==> src/rtl/dmem_line_adapter_if.sv <==
// ============================================================================
// Module      : dmem_line_adapter_if
// Description : Word-side request bus and line-side memory port for the
//               MEM-stage line adapter.
// Revision    : 1.0 - initial release
// ============================================================================
`default_nettype none

interface dmem_line_adapter_if;
  logic         dmem_action_cyc;
  logic         dmem_action_stb;
  logic         dmem_write;
  logic [1:0]   dmem_byte_enable;
  logic [15:0]  dmem_address;
  logic [15:0]  dmem_wdata;
  logic         dmem_resp;
  logic [15:0]  dmem_data_out;

  logic [15:0]  pmem_address;
  logic         pmem_read;
  logic         pmem_write;
  logic [127:0] pmem_wdata;
  logic [15:0]  pmem_byte_enable;
  logic         pmem_resp;
  logic [127:0] pmem_rdata;

  // Environment view: issues word requests and answers line transactions.
  modport master (
    output dmem_action_cyc, dmem_action_stb, dmem_write, dmem_byte_enable,
    output dmem_address, dmem_wdata,
    input  dmem_resp, dmem_data_out,
    input  pmem_address, pmem_read, pmem_write, pmem_wdata, pmem_byte_enable,
    output pmem_resp, pmem_rdata
  );

  // Adapter view.
  modport slave (
    input  dmem_action_cyc, dmem_action_stb, dmem_write, dmem_byte_enable,
    input  dmem_address, dmem_wdata,
    output dmem_resp, dmem_data_out,
    output pmem_address, pmem_read, pmem_write, pmem_wdata, pmem_byte_enable,
    input  pmem_resp, pmem_rdata
  );
endinterface

`default_nettype wire

==> src/rtl/dmem_line_adapter.sv <==
// ============================================================================
// Module      : dmem_line_adapter
// Description : 16-bit word requests onto a 128-bit line port, with a
//               single-line read buffer and write-through/no-allocate stores.
// Revision    : 1.0 - initial release
// ============================================================================
`default_nettype none

module dmem_line_adapter (
  input  logic                 clk,
  input  logic                 reset,
  dmem_line_adapter_if.slave   bus
);

  typedef enum logic [1:0] {
    S_IDLE  = 2'd0,
    S_FETCH = 2'd1,
    S_WRITE = 2'd2,
    S_RESP  = 2'd3
  } state_t;

  state_t        r_state;
  state_t        w_next;

  logic [15:1]   r_addr;
  logic [15:0]   r_wdata;
  logic [1:0]    r_be;
  logic          r_abort;
  logic          r_buf_valid;
  logic [11:0]   r_buf_tag;
  logic [127:0]  r_buf_data;
  logic [15:0]   r_data_out;

  logic          w_req;
  logic [11:0]   w_req_tag;
  logic [2:0]    w_req_word;
  logic          w_req_hit;
  logic [11:0]   w_cur_tag;
  logic [2:0]    w_cur_word;
  logic          w_cur_hit;
  logic          w_abort;
  logic [15:0]   w_line_be;
  logic [127:0]  w_line_wdata;
  logic [127:0]  w_merged;
  logic [15:0]   w_buf_word;
  logic [15:0]   w_fill_word;

  assign w_req      = bus.dmem_action_cyc & bus.dmem_action_stb;
  assign w_req_tag  = bus.dmem_address[15:4];
  assign w_req_word = bus.dmem_address[3:1];
  assign w_req_hit  = r_buf_valid && (r_buf_tag == w_req_tag);

  assign w_cur_tag  = r_addr[15:4];
  assign w_cur_word = r_addr[3:1];
  assign w_cur_hit  = r_buf_valid && (r_buf_tag == w_cur_tag);

  // A flush seen in the same cycle as pmem_resp must still suppress dmem_resp.
  assign w_abort    = r_abort | ~bus.dmem_action_cyc;

  assign w_line_be    = {14'd0, r_be} << {w_cur_word, 1'b0};
  assign w_line_wdata = {8{r_wdata}};
  assign w_buf_word   = r_buf_data[{w_req_word, 4'b0000} +: 16];
  assign w_fill_word  = bus.pmem_rdata[{w_cur_word, 4'b0000} +: 16];

  always_comb begin
    w_merged = r_buf_data;
    for (int i = 0; i < 16; i++) begin
      if (w_line_be[i]) begin
        w_merged[i*8 +: 8] = w_line_wdata[i*8 +: 8];
      end
    end
  end

  always_comb begin
    w_next = r_state;
    case (r_state)
      S_IDLE: begin
        if (w_req) begin
          if (bus.dmem_write) begin
            w_next = S_WRITE;
          end else if (w_req_hit) begin
            w_next = S_RESP;
          end else begin
            w_next = S_FETCH;
          end
        end
      end
      S_FETCH, S_WRITE: begin
        if (bus.pmem_resp) begin
          w_next = w_abort ? S_IDLE : S_RESP;
        end
      end
      S_RESP:  w_next = S_IDLE;
      default: w_next = S_IDLE;
    endcase
  end

  always_ff @(posedge clk or posedge reset) begin
    if (reset) begin
      r_state <= S_IDLE;
    end else begin
      r_state <= w_next;
    end
  end

  always_ff @(posedge clk or posedge reset) begin
    if (reset) begin
      r_abort <= 1'b0;
    end else if (w_next == S_IDLE) begin
      r_abort <= 1'b0;
    end else if ((r_state == S_FETCH || r_state == S_WRITE) && !bus.dmem_action_cyc) begin
      r_abort <= 1'b1;
    end
  end

  always_ff @(posedge clk or posedge reset) begin
    if (reset) begin
      r_addr      <= '0;
      r_wdata     <= '0;
      r_be        <= '0;
      r_buf_valid <= 1'b0;
      r_buf_tag   <= '0;
      r_buf_data  <= '0;
      r_data_out  <= '0;
    end else begin
      case (r_state)
        S_IDLE: begin
          if (w_req) begin
            if (bus.dmem_write) begin
              r_addr  <= bus.dmem_address[15:1];
              r_wdata <= bus.dmem_wdata;
              r_be    <= bus.dmem_byte_enable;
            end else if (w_req_hit) begin
              r_data_out <= w_buf_word;
            end else begin
              r_addr <= bus.dmem_address[15:1];
            end
          end
        end
        S_FETCH: begin
          // Fill is captured even when aborted; the data is still valid.
          if (bus.pmem_resp) begin
            r_buf_data  <= bus.pmem_rdata;
            r_buf_tag   <= w_cur_tag;
            r_buf_valid <= 1'b1;
            r_data_out  <= w_fill_word;
          end
        end
        S_WRITE: begin
          if (bus.pmem_resp && w_cur_hit) begin
            r_buf_data <= w_merged;
          end
        end
        default: ;
      endcase
    end
  end

  assign bus.pmem_read        = (r_state == S_FETCH);
  assign bus.pmem_write       = (r_state == S_WRITE);
  assign bus.pmem_address     = {r_addr[15:4], 4'b0000};
  assign bus.pmem_wdata       = w_line_wdata;
  assign bus.pmem_byte_enable = (r_state == S_WRITE) ? w_line_be : 16'd0;
  assign bus.dmem_resp        = (r_state == S_RESP);
  assign bus.dmem_data_out    = r_data_out;

endmodule

`default_nettype wire

==> src/flat_wrapper.sv <==
// flat-port wrapper written by rule: the top's interface ports become plain ports
module dmem_line_adapter_flat 
  (clk, reset, bus_dmem_action_cyc, bus_dmem_action_stb, bus_dmem_write, bus_dmem_byte_enable, bus_dmem_address, bus_dmem_wdata, bus_dmem_resp, bus_dmem_data_out, bus_pmem_address, bus_pmem_read, bus_pmem_write, bus_pmem_wdata, bus_pmem_byte_enable, bus_pmem_resp, bus_pmem_rdata);
  dmem_line_adapter_if bus_i ();
  input  logic clk;
  input  logic reset;
  input wire logic [$bits(bus_i.dmem_action_cyc)-1:0] bus_dmem_action_cyc;
  input wire logic [$bits(bus_i.dmem_action_stb)-1:0] bus_dmem_action_stb;
  input wire logic [$bits(bus_i.dmem_write)-1:0] bus_dmem_write;
  input wire logic [$bits(bus_i.dmem_byte_enable)-1:0] bus_dmem_byte_enable;
  input wire logic [$bits(bus_i.dmem_address)-1:0] bus_dmem_address;
  input wire logic [$bits(bus_i.dmem_wdata)-1:0] bus_dmem_wdata;
  output wire logic [$bits(bus_i.dmem_resp)-1:0] bus_dmem_resp;
  output wire logic [$bits(bus_i.dmem_data_out)-1:0] bus_dmem_data_out;
  output wire logic [$bits(bus_i.pmem_address)-1:0] bus_pmem_address;
  output wire logic [$bits(bus_i.pmem_read)-1:0] bus_pmem_read;
  output wire logic [$bits(bus_i.pmem_write)-1:0] bus_pmem_write;
  output wire logic [$bits(bus_i.pmem_wdata)-1:0] bus_pmem_wdata;
  output wire logic [$bits(bus_i.pmem_byte_enable)-1:0] bus_pmem_byte_enable;
  input wire logic [$bits(bus_i.pmem_resp)-1:0] bus_pmem_resp;
  input wire logic [$bits(bus_i.pmem_rdata)-1:0] bus_pmem_rdata;
  assign bus_i.dmem_action_cyc = bus_dmem_action_cyc;
  assign bus_i.dmem_action_stb = bus_dmem_action_stb;
  assign bus_i.dmem_write = bus_dmem_write;
  assign bus_i.dmem_byte_enable = bus_dmem_byte_enable;
  assign bus_i.dmem_address = bus_dmem_address;
  assign bus_i.dmem_wdata = bus_dmem_wdata;
  assign bus_dmem_resp = bus_i.dmem_resp;
  assign bus_dmem_data_out = bus_i.dmem_data_out;
  assign bus_pmem_address = bus_i.pmem_address;
  assign bus_pmem_read = bus_i.pmem_read;
  assign bus_pmem_write = bus_i.pmem_write;
  assign bus_pmem_wdata = bus_i.pmem_wdata;
  assign bus_pmem_byte_enable = bus_i.pmem_byte_enable;
  assign bus_i.pmem_resp = bus_pmem_resp;
  assign bus_i.pmem_rdata = bus_pmem_rdata;
  dmem_line_adapter u_core (.clk(clk), .reset(reset), .bus(bus_i));
endmodule
==> config.mk <==
export PLATFORM = sky130hd
export DESIGN_NAME = dmem_line_adapter_flat
export DESIGN_NICKNAME = d
export VERILOG_FILES = /design/src/rtl/dmem_line_adapter_if.sv /design/src/rtl/dmem_line_adapter.sv /design/src/flat_wrapper.sv
export SDC_FILE = /design/constraint.sdc
export NUM_CORES = 1
export LEC_CHECK = 0
export ABC_AREA = 1
export CAP_MARGIN = 20
export CORE_ASPECT_RATIO = 0.7
export CORE_MARGIN = 1.5
export CORE_UTILIZATION = 45
export CTS_CLUSTER_SIZE = 16
export DETAILED_ROUTE_END_ITERATION = 16
export GPL_TIMING_DRIVEN = 0
export HOLD_SLACK_MARGIN = 0.03
export PLACE_DENSITY = 0.78
export SYNTH_ARGS = -nofsm -noshare
export SYNTH_HDL_FRONTEND = slang
export SYNTH_SLANG_ARGS = --single-unit
==> constraint.sdc <==
create_clock -name clk -period 7.6 [get_ports clk]
set_clock_uncertainty 0.15 [all_clocks]
set_input_delay 2.28 -clock clk [delete_from_list [all_inputs] [get_ports clk]]
set_output_delay 2.28 -clock clk [all_outputs]
set_load 0.01 [all_outputs]
==> run metrics <==
setup slack after placement=2.54 ns; number of standard cells after synthesis=1888; number of clock sinks seen by CTS=193; clock buffers created by TritonCTS=17; number of setup buffers added after CTS=0; clock latency on the worst-skew pair=0.47 ns; initial standard-cell utilization of the core=45.8%; core area=27800 µm²; placed instance area=16700 µm²; Clock transition at path regs=0.08 ns; count of fill cells added during filler insertion=2611; Worst Hold Class=reg -> reg; Leak Pwr=8.56 nW; Final period util=73.7%; final hold violations=0; area used by multi-input combinational logic=6040 µm²; Port-buffer cells=338; half-perimeter wire length after placement=44.3 mm; Clock H-tree levels=4; Die X-Extent=204 µm; pin count of the biggest net entering global routing=41; post-CTS sizing=0; cell at the root of the clock tree=sky130_fd_sc_hd__clkbuf_16; floorplan die height=144 µm; critical path launch point type=flip-flop; number of warnings reported in the yosys synthesis log=0; endpoint kind of the worst setup timing path=output pin; post-synth cell types=27; Finished Layout Cells=2637; area grow syn2layout=35.8%; fraction of layout cells with a size suffix above 1=10.9%; data arrival time of the critical path=3.17 ns; worst rel slew slack=27.0%; global placer's final weighted congestion=1.04; antenna violations before repair=2; combined area of all synthesized cells=12700 µm²; detail-routed net length per standard cell=21.6 µm; average vias per placed instance=5.65; post-synthesis sequential area ratio=38.0%; detailed-router iteration count before antenna repair=6; number of setup violations in the final report=0; number of cells in the design after placement=2605; least setup slack across all paths after layout=2.00 ns; critical path peak fanout=10; Post-Route WL=57.0 mm; Post-DRT Antenna Nets=0; timing-limited maximum frequency=0.178 GHz; Yosys top cell by area=sky130_fd_sc_hd__dfrtp_1; deepest clock path buffer count=2; clock tree from TritonCTS=built; total grt overflow=0; io pins=347; Avg Inst Size Synth=6.73 µm²; Final Max Slew Viols=0; number of global-route vias before repair=13622; flip-flop and latch area=4830 µm²; Worst Max-Slew Pin Slew=1.10 ns; max-capacitance violation count=0; first-pass GRT wire length=82.9 mm; power density cells=442 nW/µm²; Layout Nets=2425; post-layout min period=5.60 ns; most common library cell in the layout ignoring fill and taps=sky130_fd_sc_hd__nand2_1; number of antenna diodes=0; GRT Util Overall=38.8%; final setup TNS=0 ns; RSZ-0062 raised after global routing=no; initial drt markers=2147; area fraction of the dominant cell type after synthesis=38.0%; Residual DRC=0; commonest cells after routing, fill and taps aside=sky130_fd_sc_hd__nand2_1 (648), sky130_fd_sc_hd__clkdlybuf4s50_1 (338), sky130_fd_sc_hd__o21ai_0 (228), sky130_fd_sc_hd__dfrtp_1 (193), sky130_fd_sc_hd__nand3_1 (174); Site Rows=51; Max IR drop VDD=0.271 mV; post-synthesis register bit count=193; required time worst endpoint=5.17 ns; via count of the routed design=14908; synth top area cells=sky130_fd_sc_hd__dfrtp_1 (38%), sky130_fd_sc_hd__nand2_1 (19%), sky130_fd_sc_hd__o21ai_0 (9.0%); post-route cell area=17300 µm²; run status=completed; critical path type=reg -> out; die area=29300 µm²; CTS hold repair buffers=0
cell families after synthesis:
group / Yosys count / synth area share (%)
DFF: 193 / 38.0
other: 1 / 0.0295
adders and majority gates: 4 / 0.394
AOI/OAI and AO/OA: 349 / 14.9
xor gates and xnor gates: 5 / 0.345
buffers and inverters: 345 / 14.6
and+or+nand+nor: 991 / 31.7
path summary, 6_finish.rpt:
check | startpoint | endpoint | slack, ns | depth (start not counted)
worst max-delay path | u_core.r_state[0] | bus_pmem_byte_enable[13] | 2.00 | 9
worst min-delay path | u_core.r_buf_data[75] | u_core.r_buf_data[75] | 0.32 | 2
worst max register to register | u_core.r_state[0] | u_core.r_buf_data[93] | 4.82 | 9
worst min register to register | u_core.r_buf_data[75] | u_core.r_buf_data[75] | 0.32 | 2
max in group asynchronous | reset | u_core.r_buf_data[25] | 4.11 | 5
min in group asynchronous | reset | u_core.r_addr[6] | 2.08 | 2
Yosys cell counts:
| cell type | instances |
|---|---|
| sky130_fd_sc_hd__inv_1 | 105 |
| sky130_fd_sc_hd__a21oi_2 | 13 |
| sky130_fd_sc_hd__nor2_1 | 134 |
| sky130_fd_sc_hd__clkbuf_1 | 46 |
| sky130_fd_sc_hd__dfrtp_1 | 193 |
| sky130_fd_sc_hd__nand4_1 | 17 |
| sky130_fd_sc_hd__nand2_1 | 648 |
| sky130_fd_sc_hd__or2_0 | 1 |
| sky130_fd_sc_hd__o21ai_0 | 228 |
| sky130_fd_sc_hd__a21oi_1 | 43 |
| sky130_fd_sc_hd__xnor2_1 | 5 |
| sky130_fd_sc_hd__o22ai_1 | 2 |
| sky130_fd_sc_hd__inv_2 | 10 |
| sky130_fd_sc_hd__conb_1 | 1 |
| sky130_fd_sc_hd__or2_2 | 1 |
| sky130_fd_sc_hd__nand2_2 | 15 |
| sky130_fd_sc_hd__buf_6 | 1 |
| sky130_fd_sc_hd__ha_1 | 4 |
| sky130_fd_sc_hd__clkbuf_2 | 1 |
| sky130_fd_sc_hd__nand3_1 | 174 |
| sky130_fd_sc_hd__o21ai_1 | 38 |
| sky130_fd_sc_hd__nor3_4 | 1 |
| sky130_fd_sc_hd__o211ai_1 | 21 |
| sky130_fd_sc_hd__a21oi_4 | 4 |
| sky130_fd_sc_hd__buf_2 | 27 |
| sky130_fd_sc_hd__buf_1 | 18 |
| sky130_fd_sc_hd__buf_4 | 137 |
sequential cells by signal (all words and copies together) (netlist names), 2 cells and up:
register,cells
u_core.r_wdata,16
u_core.r_be,2
u_core.bus.dmem_data_out,16
u_core.r_state,2
u_core.r_addr,15
u_core.r_buf_data,128
u_core.r_buf_tag,12
metrics by stage:
step	total power [mW]	hold WS [ns]	utilization [%]
2_1_floorplan	4.49	0.287	-
3_3_place_gp	6.43	0.299	59.7
3_5_place_dp	6.54	0.303	60.1
4_1_cts	7.47	0.320	62.2
5_1_grt	8.03	0.337	62.2
6_report	7.63	0.321	62.2
final cells by class:
class / instances / area share (%)
multi-input cells: 1353 / 35.0
well taps: 371 / 2.69
repair buffers: 343 / 20.2
clock buffers: 18 / 2.54
plain buffers: 230 / 8.23
clock inverters: 14 / 0.848
flip-flops and latches: 193 / 28.0
inverters: 115 / 2.52
layer usage:
| metal | vias to the layer above | track usage, % | routed length [µm] |
|---|---|---|---|
| li1 | 6673 | - | - |
| met1 | 6952 | 53.1 | 23000 |
| met2 | 1127 | 56.6 | 23800 |
| met3 | 152 | 13.1 | 8190 |
| met4 | 4 | 14.5 | 2050 |
| met5 | - | 0 | 18 |
worst max-delay path, stage by stage (launching register included):
cell and delay [ns]:
sky130_fd_sc_hd__dfrtp_1 0.40, sky130_fd_sc_hd__inv_1 0.09, sky130_fd_sc_hd__ha_1 0.23, sky130_fd_sc_hd__buf_2 0.18, sky130_fd_sc_hd__buf_4 0.21, sky130_fd_sc_hd__inv_2 0.21
sky130_fd_sc_hd__clkbuf_1 0.45, sky130_fd_sc_hd__buf_2 0.33, sky130_fd_sc_hd__nor2_1 0.10, sky130_fd_sc_hd__clkdlybuf4s50_1 0.48
power by group:
part	internal, mW	switching, mW	total, mW
logic	1.93	2.87	4.80
clock network	0.473	0.459	0.932
registers	1.51	0.392	1.90
No activity file was read; power rests on OpenSTA's default activity.
